[src/rtl/qed_dup_issue.sv]
// QED duplicate-issue stage: passes originals to the core while buffering ALU ops,
// then replays each buffered op once with every register remapped to the upper bank.
module qed_dup_issue #(
    parameter int          DEPTH    = 8,
    parameter int          CNT_W    = 8,
    parameter logic [31:0] NOP_INST = 32'h0000007F
) (
    input  logic             clk,
    input  logic             rst_n,
    input  logic [31:0]      ifu_inst,
    input  logic             ifu_valid,
    output logic             ifu_ready,
    input  logic             exec_dup,
    input  logic             stall,
    output logic [31:0]      qed_inst,
    output logic             qed_valid,
    output logic [CNT_W-1:0] num_orig,
    output logic [CNT_W-1:0] num_dup,
    output logic             qed_ready
);

    localparam int AW = (DEPTH > 1) ? $clog2(DEPTH) : 1;
    localparam logic [6:0] OP_I = 7'b0010011;
    localparam logic [6:0] OP_R = 7'b0110011;

    typedef enum logic [1:0] {ORIG, DUP, DONE} state_t;

    state_t          state, state_nxt;
    logic [31:0]     fifo_mem [DEPTH];
    logic [AW-1:0]   wr_ptr, rd_ptr;
    logic [AW:0]     fifo_cnt;
    logic            fifo_full, fifo_empty;
    logic            accept, push, pop;
    logic [31:0]     qi_nxt;
    logic            qv_nxt;

    // Duplicates use x16-x31 so they never alias the original's architectural state.
    function automatic logic [31:0] remap(input logic [31:0] inst);
        logic [31:0] r;
        r        = inst;
        r[11:7]  = inst[11:7]  | 5'b10000;
        r[19:15] = inst[19:15] | 5'b10000;
        if (inst[6:0] == OP_R)
            r[24:20] = inst[24:20] | 5'b10000;
        return r;
    endfunction

    assign fifo_full  = (fifo_cnt == (AW+1)'(DEPTH));
    assign fifo_empty = (fifo_cnt == '0);
    assign ifu_ready  = (state == ORIG) && !exec_dup && !stall && !fifo_full;
    assign accept     = ifu_valid && ifu_ready;
    assign qed_ready  = (state == DONE) && (num_orig == num_dup) && (num_orig != '0);

    always_comb begin
        state_nxt = state;
        push      = 1'b0;
        pop       = 1'b0;
        qi_nxt    = qed_inst;
        qv_nxt    = qed_valid;
        if (!stall) begin
            qi_nxt = NOP_INST;
            qv_nxt = 1'b0;
            unique case (state)
                ORIG: begin
                    if (exec_dup) begin
                        state_nxt = DUP;
                    end else if (accept) begin
                        qi_nxt = ifu_inst;
                        qv_nxt = 1'b1;
                        push   = (ifu_inst[6:0] == OP_I) || (ifu_inst[6:0] == OP_R);
                    end
                end
                DUP: begin
                    if (fifo_empty) begin
                        state_nxt = DONE;
                    end else begin
                        pop    = 1'b1;
                        qi_nxt = remap(fifo_mem[rd_ptr]);
                        qv_nxt = 1'b1;
                    end
                end
                default: ;
            endcase
        end
    end

    always_ff @(posedge clk or negedge rst_n) begin
        if (!rst_n) begin
            state     <= ORIG;
            wr_ptr    <= '0;
            rd_ptr    <= '0;
            fifo_cnt  <= '0;
            num_orig  <= '0;
            num_dup   <= '0;
            qed_inst  <= NOP_INST;
            qed_valid <= 1'b0;
        end else begin
            state     <= state_nxt;
            qed_inst  <= qi_nxt;
            qed_valid <= qv_nxt;
            if (push) begin
                wr_ptr <= wr_ptr + AW'(1);
                if (num_orig != {CNT_W{1'b1}})
                    num_orig <= num_orig + CNT_W'(1);
            end
            if (pop) begin
                rd_ptr <= rd_ptr + AW'(1);
                if (num_dup != {CNT_W{1'b1}})
                    num_dup <= num_dup + CNT_W'(1);
            end
            unique case ({push, pop})
                2'b10:   fifo_cnt <= fifo_cnt + (AW+1)'(1);
                2'b01:   fifo_cnt <= fifo_cnt - (AW+1)'(1);
                default: ;
            endcase
        end
    end

    // Storage carries no reset; occupancy alone defines validity.
    always_ff @(posedge clk) begin
        if (push)
            fifo_mem[wr_ptr] <= ifu_inst;
    end

endmodule

[config.mk]
export PLATFORM = sky130hd
export DESIGN_NAME = qed_dup_issue
export DESIGN_NICKNAME = d
export VERILOG_FILES = /design/src/rtl/qed_dup_issue.sv
export SDC_FILE = /design/constraint.sdc
export NUM_CORES = 1
export LEC_CHECK = 0
export BUFFER_PORTS_ARGS = -buffer_cell sky130_fd_sc_hd__buf_2
export CORE_ASPECT_RATIO = 1.4
export CORE_UTILIZATION = 53
export CTS_CLUSTER_DIAMETER = 40
export DETAILED_ROUTE_END_ITERATION = 12
export PLACE_DENSITY = 0.74
export SLEW_MARGIN = 5
export SYNTH_ARGS = -nofsm -noshare
export SYNTH_HDL_FRONTEND = slang
export SYNTH_SLANG_ARGS = --single-unit
[constraint.sdc]
create_clock -name clk -period 9.4 [get_ports clk]
set_input_delay 0 -clock clk [delete_from_list [all_inputs] [get_ports clk]]
set_output_delay 0 -clock clk [all_outputs]
set_load 0.05 [all_outputs]
After elaboration in Yosys (flattened, before gate mapping)
Memory sizes are Yosys's and may differ from the RTL's.
Index checks and enable logic that the tools add are counted.
{"block": "op_classes", "bitwise": 1, "n_reduce_logical": 18, "eq_ne": 13, "add_sub_neg": 6, "mux": 21}
{"op": "$mux W32", "n": 3}
{"op": "$pmux W32 S2", "n": 1}
{"op": "$add A8 B1 Y8 const B", "n": 2}
{"op": "$ne A8 B8 Y1 const B", "n": 2}
{"op": "$eq A7 B6 Y1 const B", "n": 2}
{"op": "$mux W1", "n": 11}
{"op": "$eq A8 B8 Y1", "n": 1}
{"op": "$pmux W4 S2", "n": 1}
{"op": "$reduce_bool A8 Y1", "n": 1}
{"op": "$eq A7 B5 Y1 const B", "n": 1}
{"op": "$add A3 B1 Y3 const B", "n": 2}
{"op": "$logic_and A1 B1 Y1", "n": 6}
{"op": "$mux W5", "n": 1}
{"op": "$add A4 B1 Y4 const B", "n": 1}
{"op": "$eq A2 B1 Y1 const B", "n": 2}
{"op": "$eq A2 B2 Y1 const B", "n": 2}
{"op": "$eq A4 B4 Y1 const B", "n": 1}
{"op": "$logic_not A4 Y1", "n": 1}
{"op": "$mux W2", "n": 2}
{"op": "$ne A2 B2 Y1 const B", "n": 2}
{"op": "$pmux W2 S2", "n": 1}
{"op": "$reduce_and A2 Y1", "n": 2}
{"op": "$reduce_and A4 Y1", "n": 1}
{"op": "$reduce_bool A2 Y1", "n": 2}
{"op": "other kinds (6)", "n": 8}
{"block": "totals", "word_cells": 68, "reg_bits": 61, "input_bits": 37, "n_memories": 1, "out_inout_bits": 51, "ram_bits": 256}
{"name": "fifo_mem", "words": 8, "word_bits": 32, "read_ports": 1, "rd_clocked_by_memory_dff": 0, "write_ports": 1, "line": "29", "rtl": "logic [31:0] fifo_mem [DEPTH];"}

Logic depth before layout (Yosys ltp)
Gate-level depths: netlist of run 1.
{"block": "logic_depth", "depth_word": 11, "ltp_mapped": 12}

Least setup slack after synthesis of run 1
OpenSTA, ideal clock, no wires.
{"block": "synth_path", "path_type": "register -> register", "from": "register state[1]", "to": "memory fifo_mem[0][0], enable pin", "path_slack_ns": 4.588, "t_arrival_ns": 4.319, "required_time_ns": 8.907, "stages_incl_launch_ff": 6, "setup_time_ns": 0.493, "n_path_buf": 0, "cell_sequence": "dfrtp_1 > nor4_4 > nand3_2 > nor2_1 > clkinv_1 > nor4_1"}
{"block": "synth_between", "elab_chain_cells": 11}
{"element": "start: declaration", "line": "28", "rtl": "state_t state, state_nxt;"}
{"element": "start signal: assignment", "line": "98", "rtl": "state <= state_nxt;"}
{"element": "$logic_not A2 Y1 *", "line": "50, 63"}
{"element": "$logic_and A1 B1 Y1 (3 in a row)", "line": "50", "rtl": "assign ifu_ready = (state == ORIG) && !exec_dup && !stall && !fifo_full;"}
{"element": "$logic_and A1 B1 Y1", "line": "51", "rtl": "assign accept = ifu_valid && ifu_ready;"}
{"element": "$mux W1", "line": "67", "rtl": "end else if (accept) begin"}
{"element": "$mux W1", "line": "65", "rtl": "if (exec_dup) begin"}
{"element": "$mux W1 *", "line": "63", "rtl": "unique case (state)"}
{"element": "$mux W1 *", "line": "60", "rtl": "if (!stall) begin"}
{"element": "$mux W1 *", "line": "121", "rtl": "if (push)"}
{"element": "$mux W1 (implied by the code) *", "line": "122", "rtl": "fifo_mem[wr_ptr] <= ifu_inst;"}
{"element": "end: declaration", "line": "29"}
Every way passes the cells marked *; elsewhere a longest branch is shown, timed or not.

Worst setup path in the final report of run 1
{"block": "layout_path", "from": "register state[1]", "to": "memory fifo_mem[1][20], enable pin"}
Same word-level chain as after synthesis.

==> results of run 1 <==
## state kept, by name (all words and copies together), names as in the netlist
register	cells
fifo_cnt	4
state	2
wr_ptr	3
qed_inst	32
qed_valid	1
num_orig	8
fifo_mem	240
rd_ptr	3
num_dup	8
## worst max-delay path, delay by kind of cell, from the launching register on
kind | cells | cell delay, ps
buffers and inverters | 2 | 780
and+or+nand+nor | 4 | 1950
DFF | 1 | 470
## cell families (layout without fill, tap and decap cells)
kind of cell    Yosys count  after routing  share of synthesized area (%)
flops                   301            301                           72.8
simple gates            127            127                           5.12
mux                      92             92                           14.0
compound gates           77             77                           3.51
buf+inv                  40            201                           1.51
xor+xnor                 30             30                           2.19
fa+ha+maj                 8              8                          0.834
## path summary, 6_finish.rpt
path	to	cells after the start
max	fifo_mem[1][20]$_DFFE_PP_	6
min	qed_inst[2]$_DFFE_PN1N_	4
max reg2reg	fifo_mem[1][20]$_DFFE_PP_	6
min reg2reg	qed_inst[9]$_DFFE_PN0N_	2
max in group asynchronous	rd_ptr[0]$_DFFE_PN0P_	3
min in group asynchronous	num_dup[3]$_DFFE_PN0P_	3
## routing by layer
metal	up-vias	share of wire (%)	GRT usage, %
met1	3437	40	30.2
met2	231	53	39.2
li1	2900	-	-
met3	41	5.6	3.03
met4	0	2.0	6.64
met5	-	0	0
## where the power goes
group	leakage, uW	switching [uW]	internal (uW)
clock	0.000472	482	688
sequential	0.00295	9.12	1450
combinational	0.00149	49.7	32.0
## repair_timing
action | CTS | global route
endpoints found under the hold margin | 327 | 0
hold buffers | 35 | 0
buffers inserted | 0 | 0
## metrics by stage
| step | instances | total power, uW |
|---|---|---|
| floorplan | 675 | 1510 |
| global placement | 1042 | 1550 |
| detailed placement | 1042 | 1550 |
| CTS | 1133 | 2730 |
| global route | 1133 | 2790 |
| finish | 1133 | 2710 |
## cells in the final DEF, fill, tap and decap left out, types with 9 or more instances in the layout
cell           count
clkbuf_16         31
mux2i_1           25
mux4_2            60
clkbuf_1           9
dfrtp_1           51
dlygate4sd3_1     35
buf_2             87
o21ai_0           34
a21oi_1           28
buf_4             15
xnor2_1           18
xor2_1            12
nand2_1           50
nor2_1            33
edfxtp_1         240
## cell type report
| class | count | area [sq um] |
|---|---|---|
| clock inverter | 13 | 139 |
| fill | 1505 | 7870 |
| tap | 297 | 372 |
| clock buffer | 43 | 851 |
| multi-input combinational | 334 | 3110 |
| inverter | 8 | 30.0 |
| sequential | 301 | 8750 |
| timing repair buffer | 137 | 898 |
==> results by stage, run 1 <==
Synthesis:
- The area share of the leading cell type in the synthesized netlist is 60.0%.
- Sorting the synthesized cells by area gives the leading types as edfxtp_1 (60%), dfrtp_1 (11%), mux4_2 (11%), mux2i_1 (2.1%), nand2_1 (1.6%).
- The post-synthesis net count is 720.
- Synthesis produced 675 cells.
- Sorting the synthesized cells by how often they occur yields edfxtp_1 (240), mux4_2 (60), dfrtp_1 (54).
- For this run, the leading register cell type out of synthesis is edfxtp_1.
- The share of async-settable or async-resettable flops after synthesis is approximately a fifth.
- In this run the cell area of the synthesized design comes to 12000 sq um.
- Yosys printed 0 warnings.
- The netlist uses 48 different library cells.
- The mean instance size in the synthesized netlist is 17.8 sq um.
- The most instantiated library cell after synthesis is edfxtp_1.
- Synthesis inferred 301 register bits.
- The count of flip-flops with a built-in enable after synthesis is 240.
- The library cell with the largest summed area after synthesis is edfxtp_1.
- After synthesis, flip-flops and latches occupy 72.8% of the total area.

Outcome:
- The run finished with clean final reports.

Setup path:
- The worst setup path startpoint is state[1]$_DFFE_PN0P_.
- Walking the worst path, the cells encountered are nor4_4, nand3_2, nor2_1, clkinv_1, nor3_2, buf_4.
- For this run, the slowest stage of the critical path takes 1050 ps.
- The category of the worst setup path capture point is a flop.
- For the worst setup path, the data required time is slightly below 10000 ps.
- The largest individual stage delay along the critical path comes from the cell nor3_2.
- The startpoint class of the critical path is a flop.
- The kind of critical path is flop to flop.
- STA puts the critical path data arrival time at between 3000 and 4000 ps.
- The startpoint of the lowest-slack register-to-register path is state[1]$_DFFE_PN0P_.
- The slack of the worst reg-to-reg path is about 5900 ps.
- In this run the worst path has a maximum fanout of 18.

Finish:
- The total non-filler cell area in the finished layout is 14200 sq um.
- The antenna diode instance count is 0.
- Relative to the synthesized area, the layout overhead comes to 17.9%.
- The post-route netlist has 28.5% of its cells at a drive strength greater than 1.
- The share of the core filled with cells in the final layout is 64.3%.
- The final layout contains about 860 nets.

Placement:
- Routability-driven placement finished with a final weighted congestion of 0.793.
- The total cell area at the placement stage is 12800 sq um.
- OpenSTA, run right after detailed placement, puts the worst setup slack at a little under 6000 ps.
- The half-perimeter wire length after detailed placement is 14.7 mm.
- Port buffering added 87 buffers.

Timing:
- Static timing analysis puts the maximum clock frequency at 283 MHz.
- The final setup violation count is 0.
- Across the routed clock network, the largest skew measured is 12.3 ps.
- For the final routed database, the setup TNS stands at 0 ps.
- In the post-route analysis, the smallest setup slack over all paths is 5870 ps.
- Measured against its own limit, the worst slew margin works out to 17.7%.
- The slew of the pin with the lowest slew margin is 1230 ps.
- For the finished layout, the period the worst path requires is 3530 ps.
- The number of hold violations in the final report came to 0.
- The final worst-path cycle share is 37.5%.
- The final hold slack is 124 ps.
- Setup repair after global routing left no endpoint under its margin.
- The number of slew-limit violations in the final report is 0.

Floorplanning:
- From bottom edge to top edge, the die measures 180 um.
- The number of core rows is 64.
- The initial utilization of the core area, before any placement, comes to a little over half.
- The horizontal die dimension is ~130 um.
- The standard cell core area is 22000 sq um.
- 88 I/O pins were placed.
- The die covers 23300 sq um.

Power and ir drop:
- The worst supply voltage drop on vdd is between 150 and 200 uV.
- The total power per unit cell area is 191 nW/um^2.
- Summed over all cells, the static leakage comes to 0.00491 uW.

Clocking:
- The clock tree buffer depth is 3.
- The total number of clock tree sinks is 301.
- At the later pin of the worst-skew pair, clock insertion delay measures 540 ps.
- The tree is rooted in a clkbuf_16.
- CTS built an H-tree with a depth of 1.
- Clock-pin slew was measured on the worst setup and hold paths at around 60 ps.
- The TritonCTS clock tree is done.
- The count of instances resized after the clock tree is built is 0.
- TritonCTS created 30 clock buffers.

Global route:
- The global route total overflow is 0.
- The pin count of the biggest net entering global routing is 70.
- The via count of the first global-routing pass is 6982.
- The first global-routing pass estimated between 30 and 40 mm of wire.
- For this run, the total global-route usage over all layers was measured as between 20% and 30%.
- The initial antenna violation count is 0.

Worst hold path:
- The worst hold path begins at stall.
- The path class of the tightest hold or removal check is input pin to flop.

Job:
- Across the run, the number of max-cap violations was 0.

Routing:
- In the final routed layout, each cell accounts on average for 22.2 um.
- The detailed-router iteration count before antenna repair is 5.
- The detail-routed via count per cell is 5.83.
- The detailed router placed 6609 vias in this run.
- The number of DRC violations after detailed-routing iteration 0 is 591.
- Wires add up to 25.2 mm.
- In the routed design, unresolved DRC markers number 0.
- The detail route stage leaves a number of antenna-violating nets equal to 0.
Power figures use the tool's default switching activity.
==> run 2: changes to the inputs <==
PLACE_DENSITY = 0.76   (was 0.74)
clock period = 3.1 ns   (was 9.4 ns; I/O delays follow)
==> results by stage, run 2 (synthesis gave the netlist of run 1 again) <==
Outcome:
- Status: finished clean (unchanged).

Setup path:
- The startpoint of the lowest-slack register-to-register path is rd_ptr[0]$_DFFE_PN0P_ (was state[1]$_DFFE_PN0P_).
- The termination of the worst setup path was qed_inst[24]$_DFFE_PN0N_ (was fifo_mem[1][20]$_DFFE_PP_).
- The data arrival time at the worst-slack endpoint is 3130 ps (was 3740 ps).
- The worst setup path startpoint was rd_ptr[0]$_DFFE_PN0P_ (was state[1]$_DFFE_PN0P_).
- The delay contributed by the slowest stage of the critical path is 820 ps (was 1050 ps).
- The kind of critical path is flop to flop (unchanged).
- The slack of the worst reg-to-reg path is 440 ps (was 5870 ps).
- The critical path's slowest cell is dfrtp_4 (was nor3_2).
- The startpoint class of the critical path is a flop (unchanged).
- The cell count of the worst reg-to-reg path is 5 (was 6).
- The category of the worst setup path capture point is a flop (unchanged).
- The required time reported for the critical path endpoint is 3570 ps (was 9610 ps).
- The destination of the worst register-to-register timing path is qed_inst[24]$_DFFE_PN0N_ (was fifo_mem[1][20]$_DFFE_PP_).
- The biggest fanout along the worst timing path is 30 (was 18).
- Critical Path, Cell by Cell: mux4_2, mux2_2, nor4_1, nand4b_1, a21oi_1 (was nor4_4, nand3_2, nor2_1, clkinv_1, nor3_2, buf_4).

Clocking:
- The number of CTS-inserted buffers was 30 (unchanged).
- The count of instances resized after the clock tree is built is 0 (unchanged).
- The later-pin clock latency in the skew report is 540 ps (about the same).
- The CTS root buffer is clkbuf_16 (unchanged).
- The H-tree depth reported by CTS is 1 (unchanged).
- The post-CTS setup buffer count came to 0 (unchanged).
- The hold buffer count at cts is 36 (was 35).
- The TritonCTS clock tree is done (unchanged).
- The clock transition at the register clock pins on the worst setup and hold paths after CTS is 60 ps (about the same).
- The clock tree buffer depth is 3 (unchanged).
- The total number of clock tree sinks is 301 (unchanged).

Global route:
- The wire length of the first global-routing pass is 39.7 mm (was 39.6 mm).
- The aggregate global-route resource usage is 22.9% (was 22.8%).
- The met2 track demand over resource in global routing was 39.9% (was 39.2%).
- The pin count of the biggest net entering global routing is 44 (was 70).
- The global route total overflow is 0 (unchanged).
- The routing layer with the top usage in global route was met2 (unchanged).
- The initial antenna violation count is 0 (unchanged).
- The fraction of met3 tracks used by global routing came to 3.21% (was 3.03%).
- The via count of the first global-routing pass came to 7188 (was 6982).
- The met1 global-route usage is 29.2% (was 30.2%).

Timing:
- The final worst-path cycle share is 85.8% (was 37.5%).
- The slew of the pin with the lowest slew margin is 1070 ps (was 1230 ps).
- The highest achievable clock rate came to 376 MHz (was 283 MHz).
- The final period demand of the worst path was 2660 ps (was 3530 ps).
- The final setup slack of the worst path was 441 ps (was 5870 ps).
- Unrepaired setup endpoints after global routing: no (unchanged).
- The final setup violation count was 0 (unchanged).
- The final hold slack is 200 ps (was 124 ps).
- The number of slew-limit violations in the final report is 0 (unchanged).
- The worst setup skew after layout came to 13.0 ps (was 12.3 ps).
- The relative max-transition margin was 28.7% (was 17.7%).
- The number of hold violations in the final report came to 0 (unchanged).

Floorplanning:
- The initial core utilization is 54.5% (unchanged).
- The horizontal die dimension is 129 um (unchanged).
- The total I/O pin count is 88 (unchanged).
- The area enclosed by the die boundary is 23300 sq um (unchanged).
- The die height came to 180 um (unchanged).
- The standard cell core area is 22000 sq um (unchanged).
- The number of core rows was 64 (unchanged).

Routing:
- The remaining number of nets flagged by the antenna check after routing was 0 (unchanged).
- The number of DRC violations after detailed-routing iteration 0 is 674 (was 591).
- The detail-routed via count per cell came to 5.81 (was 5.83).
- The residual DRC count is 0 (unchanged).
- The wire length per cell was 22.2 um (about the same).
- The sum of routed wire length over all layers is 25.5 mm (was 25.2 mm).
- The detailed-router iteration count before antenna repair is 5 (unchanged).
- The via count of the routed design is 6682 (was 6609).

Finish:
- The antenna diode instance count came to 0 (unchanged).
- The number of nets at the end of the flow is 874 (was 857).
- The top register by number of flip-flops is fifo_mem (unchanged).
- The most common cell after layout, fill and taps aside is edfxtp_1 (unchanged).
- Commonest cells after routing, fill and taps aside: edfxtp_1 (240), buf_2 (87), mux4_2 (60) (unchanged).
- The share of the core filled with cells in the final layout is 65.3% (was 64.3%).
- The synthesis-to-finish area growth came to 19.8% (was 17.9%).
- Registers with the most flip-flops: fifo_mem x240, qed_inst x32 (unchanged).
- The number of filler instances in the final layout is 1497 (was 1505).
- The fraction of layout cells with a size suffix above 1 is 29.9% (was 28.5%).
- The number of flip-flops in the largest register was 240 (unchanged).

Placement:
- The number of port buffers was 87 (unchanged).
- The placer congestion estimate is 0.763 (was 0.793).
- The half-perimeter wire length after detailed placement is 15.4 mm (was 14.7 mm).
- The worst setup slack after placement came to 474 ps (was 5930 ps).

Power and ir drop:
- The leakage power is 0.00503 uW (was 0.00491 uW).
- The total power per unit cell area was 586 nW/um^2 (was 191 nW/um^2).
- The power after layout was 8430 uW (was 2710 uW).
- The worst supply voltage drop on vdd is 475 uV (was 169 uV).

Worst hold path:
- The path category of the worst min-delay check is input pin to async pin (was input pin to flop).

Job:
- The max-capacitance violation count came to 0 (unchanged).
[run 2: changes by cell type in the layout (fill, tap and decap cells not counted), sizes merged]
cell	delta
inv	-2
clkinv	+3
bufinv	+3
dlygate4sd3	+1
buf	+16
clkinvlp	-2
clkbuf	-2
[run 2: critical path: cells and delay by family (launching register included)]
kind | cells | cell delay [ps]
multiplexers | 2 | 880
flip-flops | 1 | 820
AND/OR/NAND/NOR | 2 | 700
AO/OA/AOI/OAI | 1 | 180
[run 2: how the worst min path moves through the flow]
stage                                   end  depth (start not counted)
floorplan           fifo_cnt[0]$_DFFE_PN0P_                          0
global placement     num_dup[1]$_DFFE_PN0P_                          1
detailed placement  fifo_cnt[2]$_DFFE_PN0P_                          1
CTS                   rd_ptr[0]$_DFFE_PN0P_                          2
global route         num_dup[3]$_DFFE_PN0P_                          2
finish               num_dup[3]$_DFFE_PN0P_                          2
[run 2: cell type report]
type / instances / area (sq um) / area share, %
clock inverter: 15 / 216 / 1.51
sequential: 301 / 8750 / 60.8
timing repair buffer: 154 / 1040 / 7.24
multi-input combinational: 334 / 3150 / 21.9
clock buffer: 41 / 823 / 5.73
tap: 297 / 372 / 2.58
inverter: 8 / 30.0 / 0.209
[run 2: where the power goes]
part,switching [uW],internal [uW],total [uW],leakage [uW]
Combinational,146,100,246,0.00157
Sequential,29.4,4380,4410,0.00295
Clock,1480,2280,3770,0.000505
[run 2: through the flow]
stage	area (sq um)	instances	setup TNS, ps
after floorplan	12000	675	-6060
after global placement	13000	1058	0
after detailed placement	13000	1058	0
after CTS	14400	1150	0
after global routing	14400	1150	0
final	14400	1150	0
[run 2: layer usage]
| layer | part of all wire [%] | up-vias |
|---|---|---|
| li1 | - | 2944 |
| met1 | 39 | 3434 |
| met2 | 53 | 250 |
| met3 | 5.3 | 54 |
| met4 | 2.9 | 0 |
| met5 | 0 | - |
==> run 3: changes to the inputs <==
BUFFER_PORTS_ARGS = not set   (was -buffer_cell sky130_fd_sc_hd__buf_2)
DONT_BUFFER_PORTS = 1   (was not set)
PLACE_DENSITY = 0.71   (was 0.76)
==> results by stage, run 3 (synthesis gave the netlist of run 1 again) <==
Routing:
- The residual DRC count is 0 (unchanged).
- The wire length per cell is 22.8 um (was 22.2 um).
- The via count of the routed design is 6335 (was 6682).
- The detailed-router iteration count before antenna repair is 7 (was 5).
- The remaining number of nets flagged by the antenna check after routing is 0 (unchanged).
- The detail-routed via count per cell is 5.95 (was 5.81).
- The number of DRC violations after detailed-routing iteration 0 is 486 (was 674).
- The sum of routed wire length over all layers was 24.3 mm (was 25.5 mm).

Clocking:
- The H-tree depth reported by CTS is 1 (unchanged).
- The post-CTS setup buffer count came to 0 (unchanged).
- The CTS root buffer is clkbuf_16 (unchanged).
- The number of CTS-inserted buffers is 31 (was 30).
- The total number of clock tree sinks is 301 (unchanged).
- The clock transition at the register clock pins on the worst setup and hold paths after CTS came to 60 ps (about the same).
- The later-pin clock latency in the skew report was 540 ps (about the same).
- The clock tree buffer depth is 3 (unchanged).
- The TritonCTS clock tree is done (unchanged).

Floorplanning:
- The horizontal die dimension is 129 um (unchanged).
- The area enclosed by the die boundary is 23300 sq um (unchanged).
- The total I/O pin count is 88 (unchanged).
- The die height is 180 um (unchanged).
- The standard cell core area was 22000 sq um (unchanged).
- The initial core utilization came to 54.5% (unchanged).
- The number of core rows is 64 (unchanged).

Placement:
- The worst setup slack after placement is 277 ps (was 474 ps).
- The total cell area at the placement stage came to 12600 sq um (was 13000 sq um).
- The number of port buffers is 0 (was 87).
- The half-perimeter wire length after detailed placement is 14.3 mm (was 15.4 mm).
- The placer congestion estimate came to 0.758 (was 0.763).

Outcome:
- Status: complete, but fails checks (was finished clean).
- The final reports fail on hold timing.

Finish:
- The fraction of layout cells with a size suffix above 1 is 21.9% (was 29.9%).
- Commonest cells after routing, fill and taps aside: edfxtp_1 (240), mux4_2 (60), dfrtp_1 (51) (was edfxtp_1 (240), buf_2 (87), mux4_2 (60)).
- The total non-filler cell area in the finished layout is 14000 sq um (was 14400 sq um).
- The number of nets at the end of the flow is 788 (was 874).
- The most common cell after layout, fill and taps aside was edfxtp_1 (unchanged).
- The top register by number of flip-flops is fifo_mem (unchanged).
- The share of the core filled with cells in the final layout came to 63.4% (was 65.3%).
- Registers with the most flip-flops: fifo_mem x240, qed_inst x32 (unchanged).
- The synthesis-to-finish area growth came to 16.3% (was 19.8%).
- The number of filler instances in the final layout was 1544 (was 1497).
- The number of flip-flops in the largest register is 240 (unchanged).
- The antenna diode instance count is 0 (unchanged).

Setup path:
- The critical path's slowest cell is dfrtp_4 (unchanged).
- The required time reported for the critical path endpoint is 3560 ps (was 3570 ps).
- Critical Path, Cell by Cell: buf_4, mux4_2, mux2_2, o22ai_1, o21ai_0, dlygate4sd3_1 (was mux4_2, mux2_2, nor4_1, nand4b_1, a21oi_1).
- The termination of the worst setup path is qed_inst[3]$_DFFE_PN1N_ (was qed_inst[24]$_DFFE_PN0N_).
- The kind of critical path is flop to flop (unchanged).
- The startpoint class of the critical path is a flop (unchanged).
- The slack of the worst reg-to-reg path is 180 ps (was 440 ps).
- The startpoint of the lowest-slack register-to-register path is rd_ptr[0]$_DFFE_PN0P_ (unchanged).
- The category of the worst setup path capture point is a flop (unchanged).
- The destination of the worst register-to-register timing path is qed_inst[3]$_DFFE_PN1N_ (was qed_inst[24]$_DFFE_PN0N_).
- The biggest fanout along the worst timing path is 27 (was 30).
- The data arrival time at the worst-slack endpoint was 3380 ps (was 3130 ps).
- The worst setup path startpoint was rd_ptr[0]$_DFFE_PN0P_ (unchanged).
- The delay contributed by the slowest stage of the critical path came to 750 ps (was 820 ps).
- The cell count of the worst reg-to-reg path is 6 (was 5).

Timing:
- The number of hold violations in the final report is 8 (was 0).
- The final worst-path cycle share came to 94.2% (was 85.8%).
- The final period demand of the worst path is 2920 ps (was 2660 ps).
- The highest achievable clock rate is 342 MHz (was 376 MHz).
- The final setup violation count was 0 (unchanged).
- Unrepaired setup endpoints after global routing: no (unchanged).
- The relative max-transition margin is 32.4% (was 28.7%).
- The number of slew-limit violations in the final report is 0 (unchanged).
- The final setup slack of the worst path is 180 ps (was 441 ps).
- The slew of the pin with the lowest slew margin is 1010 ps (was 1070 ps).
- The final hold slack is -16.3 ps (was 200 ps).
- The worst setup skew after layout was 8.85 ps (was 13.0 ps).

Global route:
- The pin count of the biggest net entering global routing came to 70 (was 44).
- The wire length of the first global-routing pass is 37.9 mm (was 39.7 mm).
- The aggregate global-route resource usage is 21.9% (was 22.9%).
- The initial antenna violation count was 0 (unchanged).
- The via count of the first global-routing pass is 6795 (was 7188).
- The global route total overflow is 0 (unchanged).

Power and ir drop:
- The total power per unit cell area was 579 nW/um^2 (was 586 nW/um^2).
- The leakage power is 0.00462 uW (was 0.00503 uW).
- The worst supply voltage drop on vdd is 438 uV (was 475 uV).
- The power after layout is 8080 uW (was 8430 uW).

Worst hold path:
- The path category of the worst min-delay check is input pin to async pin (unchanged).

Job:
- The max-capacitance violation count was 0 (unchanged).
## run 3: cell types whose count changed in the layout (fill, tap and decap cells not counted), sizes merged
cell / before / now
bufinv: 5 / 0
inv: 8 / 14
clkbuf: 41 / 39
dlygate4sd3: 36 / 39
clkinv: 9 / 11
buf: 118 / 28
## run 3: report_power, final
group / switching [uW] / total (uW) / internal [uW]
clock network: 1540 / 3450 / 1900
logic: 109 / 196 / 87.3
registers: 57.2 / 4440 / 4380
total: 1710 / 8080 / 6370
## run 3: critical path, delay by kind of cell (launching register included)
kind,cells,cell delay (ps)
buffers and inverters,2,880
muxes,2,820
DFF,1,750
AOI/OAI and AO/OA,2,380
## run 3: layout make-up
| cell class | count | area [sq um] | area share (%) |
|---|---|---|---|
| well taps | 297 | 372 | 2.66 |
| multi-input cells | 334 | 3160 | 22.7 |
| flip-flops and latches | 301 | 8750 | 62.7 |
| repair buffers | 67 | 691 | 4.95 |
| clock buffers | 39 | 816 | 5.85 |
| clock inverters | 18 | 135 | 0.968 |
| inverters | 8 | 30.0 | 0.215 |
## run 3: what timing repair did
item	4_1_cts	5_1_grt
resized for setup	0	1
setup endpoints to repair	0	1
endpoints found under the hold margin	352	0
hold buffers	41	0
## run 3: how the worst min path moves through the flow
stage / startpoint / to / slack (ps) / cells past startpoint
global route: rst_n / qed_inst[25]$_DFFE_PN0N_ / 2 / 2
global placement: rst_n / qed_inst[28]$_DFFE_PN0N_ / -290 / 0
floorplan: rst_n / fifo_cnt[0]$_DFFE_PN0P_ / -300 / 0
detailed placement: rst_n / qed_inst[27]$_DFFE_PN0N_ / -290 / 0
CTS: rst_n / qed_inst[27]$_DFFE_PN0N_ / 0.9 / 2
finish: rst_n / qed_inst[27]$_DFFE_PN0N_ / -20 / 2
## run 3: through the flow
stage | cells | setup TNS [ps]
6_report | 1064 | 0
5_1_grt | 1064 | 0
3_5_place_dp | 966 | 0
4_1_cts | 1064 | 0
3_3_place_gp | 966 | 0
2_1_floorplan | 675 | -6060
## run 3: routing by layer
layer	part of all wire [%]	global-route usage, %	up-vias
li1	-	-	2767
met1	37	26.6	3265
met2	54	38.9	257
met3	7.0	4.10	46
met4	2.6	7.62	0
met5	0	0	-
